<file path="src/rtl/dir_ctrl_pkg.sv">
// Shared encodings for the run/direction controller: FSM states, mode and
// direction values used on the counter interface.
package dir_ctrl_pkg;

    localparam logic [1:0] ST_STOP = 2'b00;
    localparam logic [1:0] ST_RUN  = 2'b01;
    localparam logic [1:0] ST_REV  = 2'b10;

    localparam logic MODE_WRAP   = 1'b0;
    localparam logic MODE_BOUNCE = 1'b1;

    localparam logic SEL_UP = 1'b1;
    localparam logic SEL_DN = 1'b0;

endpackage

</file>
<file path="src/rtl/dir_ctrl_btn_edge.sv">
// Two-flop synchronizer followed by a registered rising-edge detector.
// A press first sampled at edge k yields a one-cycle pulse after edge k+2.
module btn_edge (
    input  logic clk,
    input  logic rst,
    input  logic btn,
    output logic pulse
);

    logic sync_a;
    logic sync_b;
    logic prev;

    always_ff @(posedge clk or posedge rst) begin
        if (rst) begin
            sync_a <= 1'b0;
            sync_b <= 1'b0;
            prev   <= 1'b0;
            pulse  <= 1'b0;
        end else begin
            sync_a <= btn;
            sync_b <= sync_a;
            prev   <= sync_b;
            pulse  <= sync_b & ~prev;
        end
    end

endmodule

</file>
<file path="src/rtl/dir_ctrl.sv">
// Run/direction controller for the up/down display counter: turns raw buttons
// and a speed select into a one-cycle count tick and a direction select.
module dir_ctrl
    import dir_ctrl_pkg::*;
#(
    parameter int DIV_BASE = 4,
    parameter int PRE_W    = 32,
    parameter int CNT_W    = 4
) (
    input  logic             dir_ctrl_clk,
    input  logic             dir_ctrl_rst,
    input  logic             dir_ctrl_btn_run,
    input  logic             dir_ctrl_btn_dir,
    input  logic [1:0]       dir_ctrl_speed,
    input  logic             dir_ctrl_mode,
    input  logic [CNT_W-1:0] dir_ctrl_q,
    output logic             dir_ctrl_en,
    output logic             dir_ctrl_sel,
    output logic             dir_ctrl_run,
    output logic [1:0]       dir_ctrl_state
);

    localparam logic [PRE_W-1:0] BASE  = PRE_W'(DIV_BASE);
    localparam logic [CNT_W-1:0] Q_MAX = {CNT_W{1'b1}};

    logic             run_ev;
    logic             dir_ev;
    logic [1:0]       state;
    logic             en;
    logic             sel;
    logic [PRE_W-1:0] pre;
    logic [PRE_W-1:0] term;
    logic             tick;
    logic             at_limit;

    btn_edge u_run_edge (
        .clk   (dir_ctrl_clk),
        .rst   (dir_ctrl_rst),
        .btn   (dir_ctrl_btn_run),
        .pulse (run_ev)
    );

    btn_edge u_dir_edge (
        .clk   (dir_ctrl_clk),
        .rst   (dir_ctrl_rst),
        .btn   (dir_ctrl_btn_dir),
        .pulse (dir_ev)
    );

    // A >= compare means a speed drop mid-period fires at once instead of
    // waiting for the prescaler to wrap through the full register width.
    assign term     = (BASE << dir_ctrl_speed) - PRE_W'(1);
    assign tick     = (pre >= term);
    assign at_limit = (sel == SEL_UP) ? (dir_ctrl_q == Q_MAX)
                                      : (dir_ctrl_q == '0);

    always_ff @(posedge dir_ctrl_clk or posedge dir_ctrl_rst) begin
        if (dir_ctrl_rst) begin
            state <= ST_STOP;
            en    <= 1'b0;
            sel   <= SEL_UP;
            pre   <= '0;
        end else begin
            en <= 1'b0;
            case (state)
                ST_STOP: begin
                    pre <= '0;
                    if (run_ev) begin
                        state <= ST_RUN;
                    end else if (dir_ev) begin
                        sel <= ~sel;
                    end
                end
                ST_RUN: begin
                    if (run_ev) begin
                        state <= ST_STOP;
                        pre   <= '0;
                    end else if (dir_ev) begin
                        state <= ST_REV;
                        sel   <= ~sel;
                        pre   <= '0;
                    end else if (tick) begin
                        pre <= '0;
                        // Bounce swaps the tick for a reversal so the counter never passes a limit.
                        if (dir_ctrl_mode == MODE_BOUNCE && at_limit) begin
                            state <= ST_REV;
                            sel   <= ~sel;
                        end else begin
                            en <= 1'b1;
                        end
                    end else begin
                        pre <= pre + PRE_W'(1);
                    end
                end
                ST_REV: begin
                    pre   <= '0;
                    state <= ST_RUN;
                end
                default: begin
                    pre   <= '0;
                    state <= ST_STOP;
                end
            endcase
        end
    end

    assign dir_ctrl_en    = en;
    assign dir_ctrl_sel   = sel;
    assign dir_ctrl_state = state;
    assign dir_ctrl_run   = (state == ST_RUN) || (state == ST_REV);

endmodule

</file>
<file path="config.mk">
export PLATFORM = sky130hd
export DESIGN_NAME = dir_ctrl
export DESIGN_NICKNAME = d
export VERILOG_FILES = /design/src/rtl/dir_ctrl_pkg.sv /design/src/rtl/dir_ctrl_btn_edge.sv /design/src/rtl/dir_ctrl.sv
export SDC_FILE = /design/constraint.sdc
export NUM_CORES = 1
export LEC_CHECK = 0
export CAP_MARGIN = 20
export CELL_PAD_IN_SITES_DETAIL_PLACEMENT = 0
export CELL_PAD_IN_SITES_GLOBAL_PLACEMENT = 1
export CORE_MARGIN = 4
export CORE_UTILIZATION = 45
export DETAILED_ROUTE_END_ITERATION = 7
export PLACE_DENSITY_LB_ADDON = 0.1
export SLEW_MARGIN = 10
export SYNTH_ARGS = -nofsm -noshare
export SYNTH_HDL_FRONTEND = slang
export SYNTH_SLANG_ARGS = --single-unit
</file>
<file path="constraint.sdc">
create_clock -name dir_ctrl_clk -period 2.65 [get_ports dir_ctrl_clk]
set_clock_uncertainty 0.15 [all_clocks]
set_input_delay 0.3975 -clock dir_ctrl_clk [delete_from_list [all_inputs] [get_ports dir_ctrl_clk]]
set_output_delay 0.3975 -clock dir_ctrl_clk [all_outputs]
set_load 0.05 [all_outputs]
</file>
# [Yosys cells after proc, flatten, opt, wreduce, memory -nomap -nowiden]
# Index checks and enable logic that the tools add are counted.
[classes] reduce_logical=7 bitwise_logic=5 mux=23 addsub=2 n_eq_ne=11 n_lt_le_gt_ge=1 n_shift=1
[op_table] operator="2-to-1 mux 32 bit" n=4
[op_table] operator="adder 32 x 1 -> 32 bit, second input constant" n=1
[op_table] operator=">= comparator 32 bit" n=1
[op_table] operator="<< shifter 3 x 2 -> 32 bit, first input constant" n=1
[op_table] operator="subtractor 32 x 1 -> 32 bit, second input constant" n=1
[op_table] operator="2-to-1 mux 1 bit" n=12
[op_table] operator="2-to-1 mux 2 bit" n=5
[op_table] operator="!= test 4 x 2 -> 1 bit, second input constant" n=2
[op_table] operator="!= test 3 x 2 -> 1 bit, second input constant" n=2
[op_table] operator="case mux 2 bit (3 select lines)" n=1
[op_table] operator="AND reduction 6 bit" n=1
[op_table] operator="equality test 4 bit, second input constant" n=1
[op_table] operator="zero test 4 bit" n=1
[op_table] operator="!= test 2 x 1 -> 1 bit, second input constant" n=2
[op_table] operator="!= test 2 bit, second input constant" n=2
[op_table] operator="NOT 1 bit" n=3
[op_table] operator="AND reduction 3 bit" n=1
[op_table] operator="bitwise AND 1 bit" n=2
[op_table] operator="equality test 2 x 1 -> 1 bit, second input constant" n=1
[op_table] operator="equality test 2 bit, second input constant" n=1
[op_table] operator="zero test 2 bit" n=1
[op_table] operator="case mux 1 bit (2 select lines)" n=1
[op_table] operator="nonzero test 2 bit" n=1
[op_table] operator="logical AND 1 bit" n=1
[op_table] operator="logical OR 1 bit" n=1
[totals] inputBits=11 regBits=44 output_inout_bits=5 elab_cells=62

# [Longest topological paths before layout]
[logic_depth] ltp_word=8 mapped_depth=7 mapped_depth_nobuf=7

# [Modules after synthesis]
# From an unflattened synthesis, not the netlist that was laid out.
[hier_totals] hier_cells=118 hier_area_um2=1617.8
[by_module_without_submodules] module="dir_ctrl" seq_area_each_um2=902.1 area_per_inst_um2=1382.6 instances=1 cells_each=106
[by_module_without_submodules] module="btn_edge" seq_area_each_um2=100.1 area_per_inst_um2=117.6 instances=2 cells_each=6

# [Worst setup path after synthesis]
# OpenSTA, ideal clock, no wires.
[synth_path] kind="input to register" start="in dir_ctrl_speed[1]" end="reg state[0] (netlist: dir_ctrl_state[0])" stages=7 required_time_ps=2421 n_path_buf=0 arrival_ps=1689 setup_slack_ps=732 setup_time_ps=79 path_cell_list="inv_1 -> ha_1 -> a21oi_1 -> a2111oi_0 -> nor3_2 -> a21oi_2 -> mux2i_1"
[synth_between] elab_chain_len=5
[synth_lines] item="from (decl)" line_no="dir_ctrl.sv:14" text="input logic [1:0] dir_ctrl_speed,"
[synth_lines] item="<< shifter 3 x 2 -> 32 bit" line_no="dir_ctrl.sv:52" text="assign term = (BASE << dir_ctrl_speed) - PRE_W'(1);"
[synth_lines] item="subtractor 32 x 1 -> 32 bit" line_no="dir_ctrl.sv:52"
[synth_lines] item=">= comparator 32 bit" line_no="dir_ctrl.sv:53" text="assign tick = (pre >= term);"
[synth_lines] item="!= test 4 x 2 -> 1 bit (no line)"
[synth_lines] item="AND reduction 3 bit (no line)"
[synth_lines] item="to (signal assigned)" line_no="dir_ctrl.sv:59" text="state <= ST_STOP;"
[synth_lines] item="to (signal assigned)" line_no="dir_ctrl.sv:69" text="state <= ST_RUN;"
[synth_lines] item="to (signal assigned)" line_no="dir_ctrl.sv:76" text="state <= ST_STOP;"
[synth_lines] item="to (decl)" line_no="dir_ctrl.sv:28" text="logic [1:0] state;"
# No other way between the ends.
# A chain may end at the register's enable or synchronous reset.

# [Worst setup path in the final report]
[layout_path] start="reg state[0] (netlist: dir_ctrl_state[0])" end="out dir_ctrl_run"
[layout_between] elab_chain_len=2 elab_cells_between_ends=3 cone_classes="eq/ne: 2; reduce/logical: 1"
[layout_lines] item="equality test 2 x 1 -> 1 bit / equality test 2 bit (equally long branches)" line_no="dir_ctrl.sv:110" text="assign dir_ctrl_run = (state == ST_RUN) || (state == ST_REV);"
[layout_lines] item="logical OR 1 bit *" line_no="dir_ctrl.sv:110"
[layout_lines] item="to (decl)" line_no="dir_ctrl.sv:19" text="output logic dir_ctrl_run,"
# Mark *: on every way between the ends. The rest lies on a longest branch, timed or not.

==> results.ini <==
[outcome]
status=completed

[critical_path]
cp_max_fo=4
arrival_ns=1.94
cp-start-kind=flip-flop
end_kind=output pin
crit_type=reg -> out
reg2reg_depth=6
crit_required_ns=2.10

[floorplan]
ios=16
core.rowCount=21
die_w_um=67.9
initial_core_util_pct=47.6
core_area_um2=3390
die_h_um=67.9
die_area_um2=4610

[finish]
nets=183
area_delta_synth_final_pct=24.1
antenna_cells=0
drive_above_1_share_pct=9.76
fin_area_um2=2000
nFillCells=272
final_common_cell=dfrtp_1
layout_common_cells=dfrtp_1, conb_1, clkdlybuf4s50_1

[yosys]
synth_area_per_cell_um2=13.9
netlist_area_um2=1610
synth_flop_cell=dfrtp_1
synthCells=116
synth.distinct_cells=31
synth_edf_count=0
async_reset_ff_share_pct=100
seq_area_frac_synth_pct=68.3
yosys_warnings=0
ys_seq_elements=44

[sta]
final.min_clock_period_ns=2.49
tns_ns=0
setup_slack_ns=0.163
period_share_pct=93.9
finalHoldViolCount=0
setup-violations-final=0
relSlewSlack_pct=66.4
tightest_slew_ns=0.491
rsz0062_at_grt=false
clock.fmax_mhz=402
slew_viol_final=0
hold_slack_ns=0.217

[detailed_routing]
ant_nets=0
route.detailed.wl_per_inst_um=10.8
via_count=914
drc=0
drtIter0Drc=13
wl_mm=2.27
viasPerCell=4.35
firstDrtPassIters=4

[clock_network]
clk_pin_slew_ns=0.13
clkLatencyLatePin_ns=0.35
cts_setup_buffers=0
cts_tree=built
cts_num_sinks=44
cts_buffers=5
ctsResizeCount=0
postCtsHoldBufs=0
root_buffer=clkbuf_4
htree_levels=2
clk_path_buf_depth=2

[place]
dp_worst_setup_slack_ns=0.00901
port_buffers=15
gp_congestion=0.815
detailed_place_hpwl_mm=1.67
place_area_um2=1920

[global_routing]
antenna_found_initial=0
grt_pass1_wl_mm=3.90
groute.usage.overall_pct=12.0
grt_max_degree=45
gr-total-overflow=0
first_global_vias=889

[power]
finalPower_mw=1.59
powerDensity_nw_per_um2=793
ir_worst_vdd_uv=379
leakage_nw=0.927

[worst_hold_path]
hold_class=reg -> reg
whs_path_depth=0

[job]
drv_cap=0

cells in the mapped netlist, types with 2 or more instances:
cell	number	area, µm²
conb_1	2	7.51
xor2_1	3	26.3
nor2b_1	2	12.5
xnor2_1	3	26.3
inv_1	6	22.5
nor4_1	6	37.5
nand4_1	3	18.8
dfrtp_1	43	1080
and3_1	4	25.0
nor2_1	8	30.0
ha_1	9	113
nand3_1	3	15.0
nand2_1	6	22.5
layout make-up:
class	instances	area, µm²	share of cell area (%)
Sequential cell	44	1100	55.0
Inverter	6	22.5	1.12
Clock buffer	5	37.5	1.87
Clock inverter	3	46.3	2.31
Multi-Input combinational cell	90	579	28.9
Tap cell	46	57.6	2.87
Timing Repair Buffer	16	158	7.87
registers in the layout, indices dropped and copies added, names as in the netlist:
name,cells
pre,32
dir_ctrl_state,2
dir_ctrl_en,1
dir_ctrl_sel,1
u_dir_edge.prev,1
u_dir_edge.pulse,1
u_dir_edge.sync_a,1
u_dir_edge.sync_b,1
u_run_edge.prev,1
u_run_edge.pulse,1
u_run_edge.sync_a,1
u_run_edge.sync_b,1
metal layers:
| metal | global-route usage [%] | up-vias | share of wire [%] | wire length (µm) |
|---|---|---|---|---|
| li1 | - | 464 | - | - |
| met1 | 15.6 | 427 | 48 | 1080 |
| met2 | 17.7 | 19 | 45 | 1020 |
| met3 | 4.93 | 4 | 5.8 | 131 |
| met4 | 5.21 | 0 | 1.7 | 38 |
| met5 | 0 | - | 0 | 0 |
power breakdown:
group	switching, mW	internal (mW)	total, mW
Clock	0.210	0.202	0.412
Sequential	0.0336	0.730	0.763
Combinational	0.260	0.153	0.414
Total	0.504	1.08	1.59
cells by family (layout without fill, tap and decap cells):
kind of cell               count (synthesis)  count (layout)  share of synthesized area (%)
buffers and inverters                      6              30                           1.40
DFF                                       44              44                           68.3
other                                      2              26                          0.465
adders and majority gates                  9               9                           6.98
muxes                                      1               1                          0.620
AOI/OAI and AO/OA                         10              10                           5.74
and+or+nand+nor                           38              38                           13.3
xor gates and xnor gates                   6               6                           3.26
through the flow:
step	utilization, %	cells
after floorplan	-	140
after global placement	56.6	202
after detailed placement	56.6	202
after CTS	59.1	210
after global routing	59.1	210
final	59.1	210
final timing paths:
kind / from / endpoint / slack [ns]
worst min-delay path: u_run_edge.sync_a / u_run_edge.sync_b / 0.22
max in group asynchronous: dir_ctrl_rst / pre[11] / 1.66
worst max register to register: pre[5] / dir_ctrl_state[1] / 0.47
worst max-delay path: dir_ctrl_state[0] / dir_ctrl_run / 0.16
worst min register to register: u_run_edge.sync_a / u_run_edge.sync_b / 0.22
min in group asynchronous: dir_ctrl_rst / dir_ctrl_state[0] / 0.32
critical path: stages, from the launching register on:
cell and delay [ns]:
dfrtp_1 0.42, inv_1 0.09, ha_1 0.28, clkdlybuf4s50_1 0.79
(Power assumes the default switching activity.)
